==> src/rtl/simple_fpga_cvs_pkg.sv <==
// Shared constants and types for the simple_fpga_cvs I/O conditioning path.
package simple_fpga_cvs_pkg;

   localparam int IO_WIDTH = 5;

   typedef logic [IO_WIDTH-1:0] io_bus_t;

   // Roughly 1024 samples of the MMCM clock rejects typical switch bounce.
   localparam int DEFAULT_DEBOUNCE_CYCLES = 1024;
   localparam int DEFAULT_SYNC_STAGES     = 2;

endpackage : simple_fpga_cvs_pkg

==> src/rtl/in_debounce_if.sv <==
// Bundle of the raw input bus and its conditioned outputs.
// The master side drives the raw bits; the slave side is the conditioner.
interface in_debounce_if
   import simple_fpga_cvs_pkg::*;
#(
   parameter int WIDTH = IO_WIDTH
);

   logic [WIDTH-1:0] in_async;
   logic [WIDTH-1:0] out_stable;
   logic [WIDTH-1:0] rise;
   logic [WIDTH-1:0] fall;
   logic [WIDTH-1:0] busy;

   modport master (
      output in_async,
      input  out_stable,
      input  rise,
      input  fall,
      input  busy
   );

   modport slave (
      input  in_async,
      output out_stable,
      output rise,
      output fall,
      output busy
   );

endinterface : in_debounce_if

==> src/rtl/in_debounce_bit.sv <==
// Single-bit conditioner: synchronizer chain, mismatch counter that accepts a
// new level only after DEBOUNCE_CYCLES consecutive differing samples, and
// one-cycle rise/fall pulses coincident with the accepted level change.
module debounce_bit
   import simple_fpga_cvs_pkg::*;
#(
   parameter int   SYNC_STAGES     = DEFAULT_SYNC_STAGES,
   parameter int   DEBOUNCE_CYCLES = DEFAULT_DEBOUNCE_CYCLES,
   parameter logic RESET_VALUE     = 1'b0
) (
   input  logic clk,
   input  logic rst,
   input  logic in_async_i,
   output logic out_stable_o,
   output logic rise_o,
   output logic fall_o,
   output logic busy_o
);

   // The counter only has to reach DEBOUNCE_CYCLES-1; keep at least one bit.
   localparam int CNT_W = (DEBOUNCE_CYCLES > 1) ? $clog2(DEBOUNCE_CYCLES) : 1;
   localparam logic [CNT_W-1:0] CNT_LAST = CNT_W'(DEBOUNCE_CYCLES - 1);

   (* ASYNC_REG = "TRUE" *) logic [SYNC_STAGES-1:0] sync_q;

   logic             syncBit;
   logic [CNT_W-1:0] cnt_q, cnt_d;
   logic             stable_q, stable_d;
   logic             rise_q, rise_d;
   logic             fall_q, fall_d;

   assign syncBit = sync_q[SYNC_STAGES-1];

   // Plain shift chain with nothing between flops, so metastability resolves.
   always_ff @(posedge clk) begin
      if (rst) begin
         sync_q <= {SYNC_STAGES{RESET_VALUE}};
      end else begin
         sync_q <= {sync_q[SYNC_STAGES-2:0], in_async_i};
      end
   end

   // Count consecutive mismatches; on the last one adopt the new level and pulse.
   always_comb begin
      cnt_d    = '0;
      stable_d = stable_q;
      rise_d   = 1'b0;
      fall_d   = 1'b0;
      if (syncBit != stable_q) begin
         if (cnt_q == CNT_LAST) begin
            stable_d = syncBit;
            rise_d   = syncBit;
            fall_d   = ~syncBit;
         end else begin
            cnt_d = cnt_q + CNT_W'(1);
         end
      end
   end

   // Register debounce state and pulses; reset discards any pending count.
   always_ff @(posedge clk) begin
      if (rst) begin
         cnt_q    <= '0;
         stable_q <= RESET_VALUE;
         rise_q   <= 1'b0;
         fall_q   <= 1'b0;
      end else begin
         cnt_q    <= cnt_d;
         stable_q <= stable_d;
         rise_q   <= rise_d;
         fall_q   <= fall_d;
      end
   end

   assign out_stable_o = stable_q;
   assign rise_o       = rise_q;
   assign fall_o       = fall_q;
   assign busy_o       = (cnt_q != '0);

endmodule : debounce_bit

==> src/rtl/in_debounce.sv <==
// Conditions the asynchronous input bus into a clean registered bus with
// per-bit debounce and edge pulses. Every bit is handled independently.
module in_debounce
   import simple_fpga_cvs_pkg::*;
#(
   parameter int               WIDTH           = IO_WIDTH,
   parameter int               SYNC_STAGES     = DEFAULT_SYNC_STAGES,
   parameter int               DEBOUNCE_CYCLES = DEFAULT_DEBOUNCE_CYCLES,
   parameter logic [WIDTH-1:0] RESET_VALUE     = '0
) (
   input  logic          clk,
   input  logic          rst,
   in_debounce_if.slave  bus
);

   for (genvar i = 0; i < WIDTH; i++) begin : gBit
      debounce_bit #(
         .SYNC_STAGES     (SYNC_STAGES),
         .DEBOUNCE_CYCLES (DEBOUNCE_CYCLES),
         .RESET_VALUE     (RESET_VALUE[i])
      ) uBit (
         .clk          (clk),
         .rst          (rst),
         .in_async_i   (bus.in_async[i]),
         .out_stable_o (bus.out_stable[i]),
         .rise_o       (bus.rise[i]),
         .fall_o       (bus.fall[i]),
         .busy_o       (bus.busy[i])
      );
   end

endmodule : in_debounce

==> src/flat_wrapper.sv <==
// flat-port wrapper written by rule: the top's interface ports become plain ports
module in_debounce_flat import simple_fpga_cvs_pkg::*;
#(
   parameter int               WIDTH           = IO_WIDTH,
   parameter int               SYNC_STAGES     = DEFAULT_SYNC_STAGES,
   parameter int               DEBOUNCE_CYCLES = DEFAULT_DEBOUNCE_CYCLES,
   parameter logic [WIDTH-1:0] RESET_VALUE     = '0
)
  (clk, rst, bus_in_async, bus_out_stable, bus_rise, bus_fall, bus_busy);
  in_debounce_if #(.WIDTH(WIDTH)) bus_i ();
  input  logic clk;
  input  logic rst;
  input wire logic [$bits(bus_i.in_async)-1:0] bus_in_async;
  output wire logic [$bits(bus_i.out_stable)-1:0] bus_out_stable;
  output wire logic [$bits(bus_i.rise)-1:0] bus_rise;
  output wire logic [$bits(bus_i.fall)-1:0] bus_fall;
  output wire logic [$bits(bus_i.busy)-1:0] bus_busy;
  assign bus_i.in_async = bus_in_async;
  assign bus_out_stable = bus_i.out_stable;
  assign bus_rise = bus_i.rise;
  assign bus_fall = bus_i.fall;
  assign bus_busy = bus_i.busy;
  in_debounce #(.WIDTH(WIDTH), .SYNC_STAGES(SYNC_STAGES), .DEBOUNCE_CYCLES(DEBOUNCE_CYCLES), .RESET_VALUE(RESET_VALUE)) u_core (.clk(clk), .rst(rst), .bus(bus_i));
endmodule
==> config.mk <==
export PLATFORM = sky130hd
export DESIGN_NAME = in_debounce_flat
export DESIGN_NICKNAME = d
export VERILOG_FILES = /design/src/rtl/simple_fpga_cvs_pkg.sv /design/src/rtl/in_debounce_if.sv /design/src/rtl/in_debounce_bit.sv /design/src/rtl/in_debounce.sv /design/src/flat_wrapper.sv
export SDC_FILE = /design/constraint.sdc
export NUM_CORES = 1
export LEC_CHECK = 0
export CAP_MARGIN = 20
export CORE_MARGIN = 2
export CORE_UTILIZATION = 55
export DETAILED_ROUTE_END_ITERATION = 16
export PLACE_DENSITY = 0.83
export SKIP_CTS_REPAIR_TIMING = 1
export SKIP_LAST_GASP = 1
export SLEW_MARGIN = 20
export SYNTH_ARGS = -nofsm -noshare
export SYNTH_HDL_FRONTEND = slang
export SYNTH_SLANG_ARGS = --single-unit
==> constraint.sdc <==
create_clock -name clk -period 1.78 [get_ports clk]
set_input_delay 0.356 -clock clk [delete_from_list [all_inputs] [get_ports clk]]
set_output_delay 0.356 -clock clk [all_outputs]
set_load 0.01 [all_outputs]
# After elaboration in Yosys (flattened, before gate mapping)
# Cells that the tools add are included.
[totals] ff_bits=75 word_cells=75
[op_classes] n_addsub=5 eq_ne=10 n_bitwise=15 n_reduce_logical=20
[ops] operator="adder 10 x 1 -> 10 bit, second input constant" count=5
[ops] operator="== test 10 bit, second input constant" count=5
[ops] operator="nonzero test 10 bit" count=5
[ops] operator="OR reduction 3 bit" count=10
[ops] operator="inverter 1 bit" count=15
[ops] operator="AND reduction 2 bit" count=5
[ops] operator="inequality test 1 bit" count=5

# Longest topological paths before layout
# Gate-level depths: netlist of run 1.
[logic_depth] word_depth=3 depth_mapped=6 ltp_nobuf=5

# Cells and area by module
# Synthesis of run 1 repeated with hierarchy kept, for this count alone.
[hier_totals] cells_unflattened=330 area_unflattened_um2=3196.8
[by_module_without_submodules] module="debounce_bit" instances=5 cells_per_inst=66 area_each_um2=639.4 seq_area_each_um2=300.3

# Least setup slack after synthesis of run 1
# OpenSTA, ideal clock, no wires.
[synth_path] path_kind="flip-flop to flip-flop" from="register u_core.gBit[1].uBit.cnt_q[0]" to="register u_core.gBit[1].uBit.cnt_q[5]" setup_time_ns=0.115 t_arrival_ns=1.303 required_ns=1.665 path_slack_ns=0.362 stages_incl_launch_ff=7 n_path_buf=1 period_less_slack_ns=1.418 cell_sequence="dfxtp_1 -> ha_1 -> nand2_1 -> nor3_1 -> or2_2 -> buf_2 -> nor2_1"
[synth_via] elab_chain_cells=2
[synth_rtl] item="from (decl)" line="in_debounce_bit.sv:27" rtl="logic [CNT_W-1:0] cnt_q, cnt_d;"
[synth_rtl] item="from (signal assigned)" line="in_debounce_bit.sv:68" rtl="cnt_q <= cnt_d;"
[synth_rtl] item="branches (longest 2 deep; another with adder 10 x 1 -> 10 bit)"
# Several ways; the timed one is not identified.
# A chain may end at the register's enable or synchronous reset.

# Worst setup path after layout of run 1
[layout_path] from="register u_core.gBit[3].uBit.stable_q" to="output port bus_out_stable[3]"
[layout_lines] item="from (decl)" line="in_debounce_bit.sv:28" rtl="logic stable_q, stable_d;"
[layout_lines] item="from (signal assigned)" line="in_debounce_bit.sv:69" rtl="stable_q <= stable_d;"
[layout_lines] item="to (decl)" line="flat_wrapper.sv:14" rtl="output wire logic [$bits(bus_i.out_stable)-1:0] bus_out_stable;"
# No word-level cell between the ends.

==> metrics.txt, run 1 <==
status complete, no violations; slowest CP cell clkdlybuf4s50_1; Post-Syn Area 0.003212 mm²; Rows 27; CTS tree yes; H-tree levels 3; Residual DRC 0; grt total ovfl 0; Lkg Pwr 1.405 nW; hold slack 0.4375 ns; skew final 0.006085 ns; largest net degree at the start of global routing 14; Placed Area 0.003501 mm²; Slew Limit Fails 0; startpoint types flop; IO buf count 26; IO Pins 27; Die Ht 80.42 µm; Relative slew margins 80.55%; Distinct cells, synth 41; DR vias 2388; Sw Share 20.62%; Max clock buf depth 2; clk root buf clkbuf_8; HPWL after DPL 4014 µm; EDFF count, synth 0; net count after synthesis 372; antenna cells 0; Period minus WS final 1.694 ns; Post-DRT Antenna Nets 0; final non-filler cell area 0.003765 mm²; dpl ws 0.05041 ns; uppermost layer routed met4; Reg2Reg Setup Slack 0.20 ns; Max Clk Rate 590.4 MHz; sequential power share 53.4%; WL met2 2736 µm; Avg Vias per Cell 5.214; final setup fails 0; Max Cap Viol 0; count leader, synth dfxtp_1; Post-synth ARST share 0%; crit share post-route 95.15%; CP Class flop to primary output; Internal 2.524 mW; Clock Sinks 75; WL final 5637 µm; Synth Flop Type dfxtp_1; arrival time worst endpoint 1.34 ns; clk_lat worst skew 0.35 ns; final worst slack 0.08624 ns; Comb pwr share 2.4%; initial antenna violation count 0; number of DRC markers in iteration 0 98; top cells by area, synth dfxtp_1 47%, nor2_1 6.5%, xor2_1 5.7%, buf_4 4.7%, ha_1 3.9%; met3 wire len 188 µm; Worst path max stage delay 0.58 ns; Hold Path Class flop to flop; DR WL/cell 12.31 µm; Worst Max-Slew Pin Slew 0.2890 ns; worst vdd ir 0.0006364 V; Die X 80.42 µm; layout cell share with drive strength beyond 1 12.18%; Top Family by Delay on Critical Path buffers and inverters; Mapped Cells 355; post-synth top area share 46.75%; Synth top cells by count 75 x dfxtp_1, 56 x nor2_1, 21 x xor2_1; setup tns final 0 ns; syn_area_per_cell 9.047 µm²; final hold violation count 0; vias in the first global route 2228; flops & latches, synth 75; CP bufs+invs 1; RSZ-0062 raised after global routing yes; CP Capture Type primary output; drt first pass iters 5; core area 0.005574 mm²; global-route wire length before repair 9183 µm; cell taking the most area after synthesis dfxtp_1; CP max FO 4; clock slew at reported path FFs 0.08 ns; Clk pwr share 44.2%; critical path required time 1.42 ns; DIE AREA 0.006467 mm²; routability cong. 0.8367; met1 WL 2523 µm; sequential area share after synthesis 46.75%; number of synthesis warnings 0; sw power 0.6555 mW; number of CTS-inserted buffers 9; Nets 398; Layout area overhead 17.22%; PwrDens 844.5 mW/mm²; chain of cells forming the critical path clkdlybuf4s50_1; Tot GR Track Use 18.64%; starting density of the core 57.62%
## cell families after synthesis
kind of cell | share of synthesized area, %
mux | 1.558
fa+ha+maj | 3.896
simple gates | 26.06
compound gates | 4.948
xor+xnor | 9.272
buf+inv | 7.518
flops | 46.75
## path summary, 6_finish.rpt
check,startpoint,to,cells after the start
worst max register to register,u_core.gBit[4].uBit.cnt_q[0],u_core.gBit[4].uBit.cnt_q[5],6
worst min register to register,u_core.gBit[0].uBit.sync_q[0],u_core.gBit[0].uBit.sync_q[1],1
worst min-delay path,u_core.gBit[0].uBit.sync_q[0],u_core.gBit[0].uBit.sync_q[1],1
worst max-delay path,u_core.gBit[3].uBit.out_stable_o,bus_out_stable[3],1
## state kept, by name (all words and copies together), names as in the netlist
| name | cells |
|---|---|
| u_core.gBit.uBit.cnt_q | 50 |
| u_core.gBit.uBit.sync_q | 10 |
| u_core.gBit.uBit.fall_o | 5 |
| u_core.gBit.uBit.out_stable_o | 5 |
| u_core.gBit.uBit.rise_o | 5 |
## per-layer routing
metal / up-vias / GRT usage [%]
met2: 49 / 30.75
li1: 1234 / -
met3: 21 / 3.596
met1: 1084 / 21.59
met5: - / 0
met4: 0 / 13.05
## final cells by class
cell class | count | area, µm²
Multi-Input combinational cell | 236 | 1499
Clock inverter | 6 | 88.84
Fill cell | 462 | 1809
Tap cell | 72 | 90.09
Timing Repair Buffer | 41 | 385.4
Sequential cell | 75 | 1506
Clock buffer | 10 | 127.6
Inverter | 18 | 67.56
## stage by stage
stage / std cells / utilization [%] / power, mW
CTS: 458 / 66.69 / 3.212
global placement: 442 / 62.81 / 1.813
global route: 458 / 67.54 / 3.280
floorplan: 355 / - / 1.781
finish: 458 / 67.54 / 3.179
detailed placement: 442 / 62.81 / 1.816
## cell usage in the layout (no fill, tap or decap), types with 7 or more instances in the layout
cell type,count
a21oi_1,12
buf_4,15
clkbuf_8,9
clkdlybuf4s50_1,21
dfxtp_1,71
ha_1,10
inv_1,18
nand2_1,15
nand2b_1,9
nand3_1,19
nand4_1,7
nor2_1,56
nor2b_1,10
nor3_1,12
xnor2_1,13
xor2_1,21
## power by group through the flow
stage	Sequential (mW)	Clock, mW	Combinational (mW)
5_1_grt	1.70	1.49	0.0855
2_1_floorplan	1.74	0	0.0432
3_3_place_gp	1.74	0	0.0754
6_report	1.70	1.40	0.0766
4_1_cts	1.70	1.44	0.0781
3_5_place_dp	1.74	0	0.0773
Note: power is estimated with default switching activity, not from simulation.
==> run 2, diff against run 1 <==
--- a/config.mk
+++ b/config.mk
@@ -15,4 +15,5 @@
 export SLEW_MARGIN = 20
 export SYNTH_ARGS = -nofsm -noshare
 export SYNTH_HDL_FRONTEND = slang
+export SYNTH_HIERARCHICAL = 1
 export SYNTH_SLANG_ARGS = --single-unit
==> run 2 against run 1 <==
First-iteration DRC count up 40%; setup slack lost 0.036 ns; synthesized cell count decreased by 7.0%; sequential cell count stayed put; hold slack better by 0.0034 ns; power rose by 4.5%; clock power grew 11%; via count up 7.2%; final cell count fell by 2.8%; combinational power fell by 8.6%; non-clock buffer count down 4; sequential share of layout area fell by 1.2 points; critical path type unchanged.
==> metrics.txt, run 2 <==
status complete, no violations; max reg flops 50 (unchanged); Synth Flop Type dfxtp_1; final hold violation count 0 (unchanged); clk root buf clkbuf_8; Avg Vias per Cell 5.751 (+10%); CTS tree yes; Die Ht 80.24 µm (-0.22%); Mapped Cells 330 (-7.0%); hold slack 0.4409 ns (+0.003421 ns); DIE AREA 0.006438 mm² (-0.43%); starting density of the core 57.35% (-0.27 points); layout cell share with drive strength beyond 1 13.67% (+1.5 points); Synth top cells by count 75 x dfxtp_1, 25 x nor3_1, 20 x nand2_1, 20 x nand3_1, 20 x o21ai_0; crit share post-route 97.16% (+2.0 points); Post-DRT Antenna Nets 0 (unchanged); H-tree levels 3 (unchanged); Hold Path Class flop to flop; number of DRC markers in iteration 0 137 (+40%); Largest Register u_core/gBit.uBit/cnt_q; final setup fails 0 (unchanged); skew final 0.007347 ns (+0.001262 ns); Clock Sinks 75 (unchanged); Distinct cells, synth 27 (-34%); CP Class flop to primary output; Rows 27 (unchanged); clk_lat worst skew 0.34 ns (about the same); sequential area share after synthesis 46.97% (+0.22 points); CP max FO 5 (+1); Reg2Reg Setup Slack 0.16 ns (-0.04 ns); IO buf count 26 (unchanged); Slew Limit Fails 0 (unchanged); Tot GR Track Use 21.67% (+3.0 points); Worst Reg2Reg Path Length in Cells 3 (-3); Layout area overhead 21.13%; Lkg Pwr 1.360 nW (-3.2%); initial antenna violation count 0 (unchanged); post-synth top area share 46.97% (+0.22 points); setup tns final 0 ns (unchanged); Post-Syn Area 0.003197 mm² (-0.47%); Post-synth ARST share 0% (unchanged); Max Cap Viol 0 (unchanged); number of CTS-inserted buffers 9 (unchanged); number of cells on the worst hold path 1 (unchanged); syn_area_per_cell 9.687 µm² (+7.1%); core area 0.005574 mm² (unchanged); global-route wire length before repair 10920 µm (+19%); commonest non-fill, non-tap cell in the layout dfxtp_1; vias in the first global route 2415 (+8.4%); most frequent cells in the layout 73 x dfxtp_1, 24 x nor3_1, 21 x clkdlybuf4s50_1; number of synthesis warnings 6 (+6); RSZ-0062 raised after global routing yes; Period minus WS final 1.729 ns (+0.03567 ns); Die X 80.24 µm (-0.22%); IO Pins 27 (unchanged); HPWL after DPL 4254 µm (+6.0%); DR vias 2559 (+7.2%); largest net degree at the start of global routing 31 (+17); Relative slew margins 69.07% (-11 points); PwrDens 858.3 mW/mm² (+1.6%); Worst Max-Slew Pin Slew 0.4639 ns (+0.1749 ns); worst vdd ir 0.0007309 V (+15%); CP Capture Type primary output; clock slew at reported path FFs 0.07 ns (about the same); Max Clk Rate 578.2 MHz (-2.1%); routability cong. 0.8096 (-3.2%); WL final 6369 µm (+13%); DR WL/cell 14.31 µm (+16%); Residual DRC 0 (unchanged); flops & latches, synth 75 (unchanged); top cells by area, synth dfxtp_1 47%, xor2_1 4.1%, ha_1 3.9%, nor3_1 3.9%, a211oi_1 3.5%; drt first pass iters 6 (+1); cell taking the most area after synthesis dfxtp_1; Regs by FF count u_core/gBit.uBit/cnt_q: 50 flops, u_core/gBit.uBit/sync_q: 10 flops; count leader, synth dfxtp_1; startpoint types flop; Nets 385 (-3.3%); EDFF count, synth 0 (unchanged); critical path required time 1.42 ns (about the same); antenna cells 0 (unchanged); Max clock buf depth 2 (unchanged); arrival time worst endpoint 1.37 ns (+0.03 ns); net count after synthesis 347 (-6.7%); grt total ovfl 0 (unchanged)
==> run 2: cell types whose count changed after synthesis, moves of 12 or more <==
cell	before	now
nor2_1	56	5
buf_4	20	0
or3_1	3	15
o21ai_0	4	20
a211oi_1	1	15
nor3_1	13	25
==> run 2: worst paths after layout <==
check	startpoint	to
worst max-delay path	u_core/gBit[1].uBit/cnt_q[4]	bus_busy[1]
worst min-delay path	u_core/gBit[4].uBit/sync_q[0]	u_core/gBit[4].uBit/sync_q[1]
worst max register to register	u_core/gBit[0].uBit/cnt_q[2]	u_core/gBit[0].uBit/cnt_q[9]
worst min register to register	u_core/gBit[4].uBit/sync_q[0]	u_core/gBit[4].uBit/sync_q[1]
==> run 2: through the flow <==
step                area (µm²)  power [mW]  instances  utilization, %  setup slack (ns)
floorplan                 3197       1.772        330               -            0.4239
global placement          3598       1.807        429           64.56            0.1116
detailed placement        3598       1.810        429           64.56           0.08076
CTS                       3840       3.359        445           68.89           -0.3229
global route              3872       3.431        445           69.47          -0.02809
finish                    3872       3.324        445           69.47           0.05057
==> run 2: cell type report <==
class                      instances  area (µm²)
clock buffer                      11       141.4
fill                             428        1702
clock inverter                     5       100.1
timing repair buffer              37       367.9
inverter                          10       37.54
tap                               72       90.09
sequential                        75        1504
multi-input combinational        235        1632
==> run 2: layer usage <==
layer / up-vias / wire (µm) / track usage [%]
met5: - / 0 / 0
met4: 0 / 36 / 6.610
met3: 6 / 335 / 7.079
met2: 66 / 3135 / 35.17
met1: 1206 / 2861 / 27.38
li1: 1281 / - / -
==> run 2: power by group <==
part / internal, mW / switching, mW
logic: 0.0393 / 0.0307
registers: 1.69 / 0.00979
clock network: 0.965 / 0.588
==> run 2: worst max-delay path, cell delays in order (launching register included) <==
cell            delay [ns]
dfxtp_1               0.38
nor4_2                0.32
nand4b_1              0.15
dlymetal6s2s_1        0.20
==> run 2: cell families (layout without fill, tap and decap cells) <==
| logic type | after synthesis | count (layout) | share of synthesized area, % |
|---|---|---|---|
| AOI/OAI and AO/OA | 50 | 50 | 10.57 |
| xor gates and xnor gates | 20 | 20 | 5.480 |
| adders and majority gates | 10 | 10 | 3.914 |
| buffers and inverters | 20 | 63 | 2.544 |
| DFF | 75 | 75 | 46.97 |
| muxes | 5 | 5 | 1.566 |
| and+or+nand+nor | 150 | 150 | 28.96 |
